## src/rtl/alu_operand_stage_pkg.sv

```systemverilog
// rtl/alu_operand_stage_pkg.sv - shared encodings and defaults for the ALU operand stage
package alu_operand_stage_pkg;

    localparam int XLEN_DEFAULT = 32;
    localparam int RA_W_DEFAULT = 5;

    // Operand A source select
    localparam logic [1:0] SRC1_RS1  = 2'b10;
    localparam logic [1:0] SRC1_PC   = 2'b11;
    localparam logic [1:0] SRC1_ZERO = 2'b00;

    // Operand B source select
    localparam logic [1:0] SRC2_RS2  = 2'b10;
    localparam logic [1:0] SRC2_IMM  = 2'b11;
    localparam logic [1:0] SRC2_INC  = 2'b01;
    localparam logic [1:0] SRC2_ZERO = 2'b00;

endpackage

```

## src/rtl/fwd_select.sv

```systemverilog
// rtl/fwd_select.sv - per-source forwarding priority mux with load-match detect
module fwd_select #(
    parameter int XLEN   = 32,
    parameter int RA_W   = 5,
    parameter int FWD_EN = 1
) (
    input  logic [RA_W-1:0] rs_i,
    input  logic [XLEN-1:0] regdata_i,
    input  logic            mem_wen_i,
    input  logic            mem_is_load_i,
    input  logic [RA_W-1:0] mem_rd_i,
    input  logic [XLEN-1:0] mem_data_i,
    input  logic            wb_wen_i,
    input  logic [RA_W-1:0] wb_rd_i,
    input  logic [XLEN-1:0] wb_data_i,
    output logic [XLEN-1:0] value_o,
    output logic            load_match_o
);

    logic fwd_on;
    logic rs_zero;
    logic mem_hit;
    logic wb_hit;

    assign fwd_on  = (FWD_EN != 0);
    assign rs_zero = (rs_i == '0);

    // A load in MEM has no data yet, so it never forwards; it only raises load_match.
    assign mem_hit = fwd_on && mem_wen_i && !mem_is_load_i && (mem_rd_i == rs_i);
    assign wb_hit  = fwd_on && wb_wen_i && (wb_rd_i == rs_i);

    // Priority: x0 reads zero, then the younger MEM result, then WB, then the register file.
    always_comb begin
        value_o = regdata_i;
        if (rs_zero) begin
            value_o = '0;
        end else if (mem_hit) begin
            value_o = mem_data_i;
        end else if (wb_hit) begin
            value_o = wb_data_i;
        end
    end

    assign load_match_o = fwd_on && mem_wen_i && mem_is_load_i
                          && (mem_rd_i != '0) && (mem_rd_i == rs_i);

endmodule

```

## src/rtl/alu_operand_stage.sv

```systemverilog
// rtl/alu_operand_stage.sv - registered ALU operand select with forwarding and load-use stall
module alu_operand_stage
    import alu_operand_stage_pkg::*;
#(
    parameter int XLEN      = XLEN_DEFAULT,
    parameter int RA_W      = RA_W_DEFAULT,
    parameter int INC_CONST = 4,
    parameter int FWD_EN    = 1
) (
    input  logic            clk,
    input  logic            rst,
    input  logic            flush,
    input  logic            in_valid,
    output logic            in_ready,
    input  logic [RA_W-1:0] rs1,
    input  logic [RA_W-1:0] rs2,
    input  logic [XLEN-1:0] regdata1,
    input  logic [XLEN-1:0] regdata2,
    input  logic [XLEN-1:0] pc,
    input  logic [XLEN-1:0] imm,
    input  logic [1:0]      alusrc1,
    input  logic [1:0]      alusrc2,
    input  logic            mem_wen,
    input  logic            mem_is_load,
    input  logic [RA_W-1:0] mem_rd,
    input  logic [XLEN-1:0] mem_data,
    input  logic            wb_wen,
    input  logic [RA_W-1:0] wb_rd,
    input  logic [XLEN-1:0] wb_data,
    output logic            out_valid,
    input  logic            out_ready,
    output logic [XLEN-1:0] aludatain1,
    output logic [XLEN-1:0] aludatain2,
    output logic [XLEN-1:0] storedata
);

    localparam logic [XLEN-1:0] INC_VAL = XLEN'(INC_CONST);

    logic [XLEN-1:0] rs1_val;
    logic [XLEN-1:0] rs2_val;
    logic            rs1_load_match;
    logic            rs2_load_match;
    logic            hazard;
    logic            capture;

    logic [XLEN-1:0] opa_sel;
    logic [XLEN-1:0] opb_sel;

    logic            valid_q, valid_d;
    logic [XLEN-1:0] opa_q, opa_d;
    logic [XLEN-1:0] opb_q, opb_d;
    logic [XLEN-1:0] store_q, store_d;

    fwd_select #(
        .XLEN   (XLEN),
        .RA_W   (RA_W),
        .FWD_EN (FWD_EN)
    ) u_fwd_rs1 (
        .rs_i          (rs1),
        .regdata_i     (regdata1),
        .mem_wen_i     (mem_wen),
        .mem_is_load_i (mem_is_load),
        .mem_rd_i      (mem_rd),
        .mem_data_i    (mem_data),
        .wb_wen_i      (wb_wen),
        .wb_rd_i       (wb_rd),
        .wb_data_i     (wb_data),
        .value_o       (rs1_val),
        .load_match_o  (rs1_load_match)
    );

    fwd_select #(
        .XLEN   (XLEN),
        .RA_W   (RA_W),
        .FWD_EN (FWD_EN)
    ) u_fwd_rs2 (
        .rs_i          (rs2),
        .regdata_i     (regdata2),
        .mem_wen_i     (mem_wen),
        .mem_is_load_i (mem_is_load),
        .mem_rd_i      (mem_rd),
        .mem_data_i    (mem_data),
        .wb_wen_i      (wb_wen),
        .wb_rd_i       (wb_rd),
        .wb_data_i     (wb_data),
        .value_o       (rs2_val),
        .load_match_o  (rs2_load_match)
    );

    // rs1 only matters when operand A actually reads it; rs2 always feeds storedata.
    assign hazard = (rs1_load_match && (alusrc1 == SRC1_RS1)) || rs2_load_match;

    // Ready never looks at in_valid, so decode can rely on it without a combinational loop.
    assign in_ready = (!valid_q || out_ready) && !hazard && !flush;
    assign capture  = in_valid && in_ready;

    // Operand A source mux; both 0x encodings select zero.
    always_comb begin
        opa_sel = '0;
        case (alusrc1)
            SRC1_RS1:  opa_sel = rs1_val;
            SRC1_PC:   opa_sel = pc;
            SRC1_ZERO: opa_sel = '0;
            default:   opa_sel = '0;
        endcase
    end

    // Operand B source mux.
    always_comb begin
        opb_sel = '0;
        case (alusrc2)
            SRC2_RS2:  opb_sel = rs2_val;
            SRC2_IMM:  opb_sel = imm;
            SRC2_INC:  opb_sel = INC_VAL;
            SRC2_ZERO: opb_sel = '0;
            default:   opb_sel = '0;
        endcase
    end

    // Slot next state: flush kills, capture loads, consume empties, otherwise hold.
    always_comb begin
        valid_d = valid_q;
        opa_d   = opa_q;
        opb_d   = opb_q;
        store_d = store_q;
        if (flush) begin
            valid_d = 1'b0;
        end else if (capture) begin
            valid_d = 1'b1;
            opa_d   = opa_sel;
            opb_d   = opb_sel;
            store_d = rs2_val;
        end else if (valid_q && out_ready) begin
            valid_d = 1'b0;
        end
    end

    // Slot registers; reset wins over flush and capture.
    always_ff @(posedge clk) begin
        if (rst) begin
            valid_q <= 1'b0;
            opa_q   <= '0;
            opb_q   <= '0;
            store_q <= '0;
        end else begin
            valid_q <= valid_d;
            opa_q   <= opa_d;
            opb_q   <= opb_d;
            store_q <= store_d;
        end
    end

    assign out_valid  = valid_q;
    assign aludatain1 = opa_q;
    assign aludatain2 = opb_q;
    assign storedata  = store_q;

endmodule

```

## config.mk

```make
export PLATFORM = sky130hd
export DESIGN_NAME = alu_operand_stage
export DESIGN_NICKNAME = d
export VERILOG_FILES = /design/src/rtl/alu_operand_stage_pkg.sv /design/src/rtl/fwd_select.sv /design/src/rtl/alu_operand_stage.sv
export SDC_FILE = /design/constraint.sdc
export NUM_CORES = 1
export LEC_CHECK = 0
export CAP_MARGIN = 20
export CORE_UTILIZATION = 35
export CTS_BUF_LIST = sky130_fd_sc_hd__clkbuf_2 sky130_fd_sc_hd__clkbuf_4 sky130_fd_sc_hd__clkbuf_8
export DETAILED_ROUTE_END_ITERATION = 8
export PLACE_DENSITY = 0.73
export SYNTH_ARGS = -nofsm -noshare
export SYNTH_HDL_FRONTEND = slang
export SYNTH_HIERARCHICAL = 1
export SYNTH_SLANG_ARGS = --single-unit
```

## constraint.sdc

```tcl
create_clock -name clk -period 5 [get_ports clk]
set_clock_uncertainty 0.15 [all_clocks]
set_input_delay 0.5 -clock clk [delete_from_list [all_inputs] [get_ports clk]]
set_output_delay 0.5 -clock clk [all_outputs]
set_load 0.02 [all_outputs]
```

==> flow_summary_export.csv <==
group,metric,value,unit
sta,slew_violations,0,
global_routing,grt_antenna_before_repair,4,
sta,period_needed,3.92,ns
place,dp_cells,1374,
clocking,worstSkewPairLatency,0.38,ns
routing,drc,0,
clocking,htreeDepth,3,
worst_setup_path,crit_required,4.35,ns
die,die_area,0.0225,sq mm
worst_setup_path,worst-path-buf-inv,2,
power,p_leak,3.80,nW
sta,setup_viol,0,
synth,ys_seq_elements,97,
die,die_h,150,microns
place,dp_slack,1.06,ns
sta,finalCritPeriodShare,0.783,
routing,firstDrtPassIters,5,
synth,yosysSeqAreaShare,0.253,
global_routing,track_usage,0.271,
power,ir_worst_vdd,0.000135,V
cells_and_area,final_cell_mix,"317 x clkdlybuf4s50_1, 129 x nand2b_1, 97 x dfxtp_1, 96 x mux2i_1",
routing,postRouteAntennaNets,0,
power,p_sw_frac,0.329,
synth,synthCells,865,
die,die-width,150,microns
sta,hold_violations,0,
clocking,cts_tree,"done",
worst_setup_path,start_kind,"input port",
worst_setup_path,path_cells,"clkdlybuf4s50_1, xnor2_1, nand4_2, nor3_1, nand3b_4, and3_1, clkdlybuf4s50_1",
power,cellPowerDensity,193,mW/mm^2
power,power.switching,0.000704,W
place,dp_hpwl,23200,microns
sta,max_freq,255,MHz
worst_setup_path,slowest_delay,0.67,ns
power,p_int,0.00143,W
synth,synth_xor_area_frac,0.0229,
global_routing,grt_pass1_vias,7769,
worst_setup_path,cp.arrival,3.27,ns
routing,postRouteWirelength,31300,microns
worst_setup_path,path_delay_family,"simple AND/OR/NAND/NOR gates",
clocking,root_buffer,"clkbuf_8",
sta,fin_setup_tns,0,ns
die,initial_core_util,0.361,
cells_and_area,drive_gt1_frac,0.158,
sta,rsz0062_at_grt,"no",
worst_setup_path,r2r_slack,3.30,ns
outcome,status,"completed",
sta,max_slew.worst_pin.slew,1.07,ns
worst_setup_path,critPathSlowestCell,"nor3_1",
routing,avgRoutedWirePerCell,22.4,microns
routing,via_per_inst,5.76,
synth,avgSynthCellArea,8.86,sq um
synth,synthAdderAreaFrac,0,
synth,ys_warn_count,6,
sta,maxSlewHeadroom,0.286,
synth,syn_nets,1089,
clocking,clock_sinks,97,
power,comb_power_share,0.341,
routing,drt_iter0_drc,738,
cells_and_area,final_nets,1334,
synth,synth_compound_area_frac,0.168,
synth,synth_mux_area_frac,0.218,
worst_setup_path,endpoint_kind,"primary output",
clocking,post_cts_buffers,0,
cells_and_area,layout_commonest_cell,"clkdlybuf4s50_1",
die,rows,53,
global_routing,grt_first_pass_wirelength,46000,microns
clocking,cts_resized,0,
power,seqPwrFrac,0.385,
global_routing,grt_overflow_total,0,
clocking,clk_pin_slew,0.10,ns
cells_and_area,layout.cells.non_filler,1393,
power,power_frac_clock,0.273,
run,max_cap_viol_count,0,
global_routing,grt_start_max_net_pins,96,
synth,synth_area,0.00766,sq mm
worst_setup_path,crit_type,"input port to primary output",
worst_setup_path,crit_top_cell,"clkdlybuf4s50_1",
hold_path,hp-class,"register to register",
sta,setup_ws,1.08,ns
clocking,cts_buffers,9,
synth,synth_cell_types,30,
worst_setup_path,crit_fanout,15,
cells_and_area,area_delta_synth_final,44.4,%
routing,vias,8022,
die,core,0.0212,sq mm
synth,yosys.area_share.simple,0.265,
clocking,hold_buffers,0,
place,routabilityCongestion,0.940,
synth,synth_top_family_by_area,"simple AND/OR/NAND/NOR gates",
clocking,clockBufferDepth,2,
place,port-buffer-count,321,
die,ios,322,
## kinds of logic after synthesis
family,after synthesis
and+or+nand+nor,347
muxes,159
AOI/OAI and AO/OA,133
buffers and inverters,109
DFF,97
xor gates and xnor gates,20
## path summary, 6_finish.rpt
path                               startpoint                          end  depth (start not counted)
setup / recovery                       rs1[0]                     in_ready                          7
setup reg to reg       out_valid$_SDFFE_PP0P_  aludatain2[16]$_SDFFE_PP0P_                          4
hold / removal    aludatain2[18]$_SDFFE_PP0P_  aludatain2[18]$_SDFFE_PP0P_                          2
hold reg to reg   aludatain2[18]$_SDFFE_PP0P_  aludatain2[18]$_SDFFE_PP0P_                          2
## layout make-up
cell class	instances	area (sq um)
Antenna cell	3	7.51
Clock buffer	10	138
Clock inverter	6	73.8
Fill cell	2043	10200
Inverter	1	3.75
Multi-Input combinational cell	659	5210
Sequential cell	97	1940
Tap cell	275	344
Timing Repair Buffer	342	3350
## metrics by stage
stage | util | power, W | hold WS, ns | instance area, sq um
2_1_floorplan | - | 0.00121 | 0.396 | 7660
3_3_place_gp | 0.511 | 0.00156 | 0.308 | 10800
3_5_place_dp | 0.511 | 0.00156 | 0.313 | 10800
4_1_cts | 0.521 | 0.00215 | 0.334 | 11100
5_1_grt | 0.521 | 0.00223 | 0.351 | 11100
6_report | 0.522 | 0.00214 | 0.330 | 11100
## sequential cells by signal, summed over array words and instances (netlist names)
register    flops
storedata      32
aludatain2     32
aludatain1     32
out_valid       1
## routing by layer
metal | global-route usage | vias to the layer above | part of all wire
met5 | 0 | - | 0.00042
met4 | 0.0737 | 2 | 0.022
met3 | 0.0619 | 59 | 0.080
met2 | 0.459 | 400 | 0.48
met1 | 0.343 | 3835 | 0.42
li1 | - | 3726 | -
## cells in the mapped netlist
library cell	instances	area share
nand2b_1	129	0.11
dfxtp_1	97	0.25
mux2i_1	96	0.13
clkbuf_1	67	0.033
nand2_1	67	0.033
nand4_1	67	0.055
o21ai_0	66	0.043
nor4_1	64	0.052
mux2_2	63	0.093
a311oi_2	60	0.12
buf_2	23	0.015
xnor2_1	20	0.023
buf_6	15	0.022
a311oi_1	4	0.0046
or4_1	4	0.0039
nor2_1	3	0.0015
and4_1	2	0.0023
buf_1	2	0.00098
nand4_2	2	0.0033
nor2b_1	2	0.0016
nor3_1	2	0.0013
or3_1	2	0.0016
a211oi_1	1	0.00098
a21oi_1	1	0.00065
a311o_1	1	0.0013
and3_1	1	0.00082
and4_4	1	0.0015
buf_4	1	0.00098
inv_1	1	0.00049
nand3b_4	1	0.0026
## power groups by stage
stage	Sequential, W	Combinational (W)	Clock [W]
after floorplan	0.000880	0.000334	0
after global placement	0.000841	0.000718	0
after detailed placement	0.000842	0.000723	0
after CTS	0.000825	0.000726	0.000597
after global routing	0.000828	0.000770	0.000628
final	0.000824	0.000730	0.000585
## worst min-delay path, stage by stage, from the launching register on
cell	delay, ns
dfxtp_1	0.32
nand2b_1	0.06
mux2i_1	0.06
(Power assumes the default switching activity.)
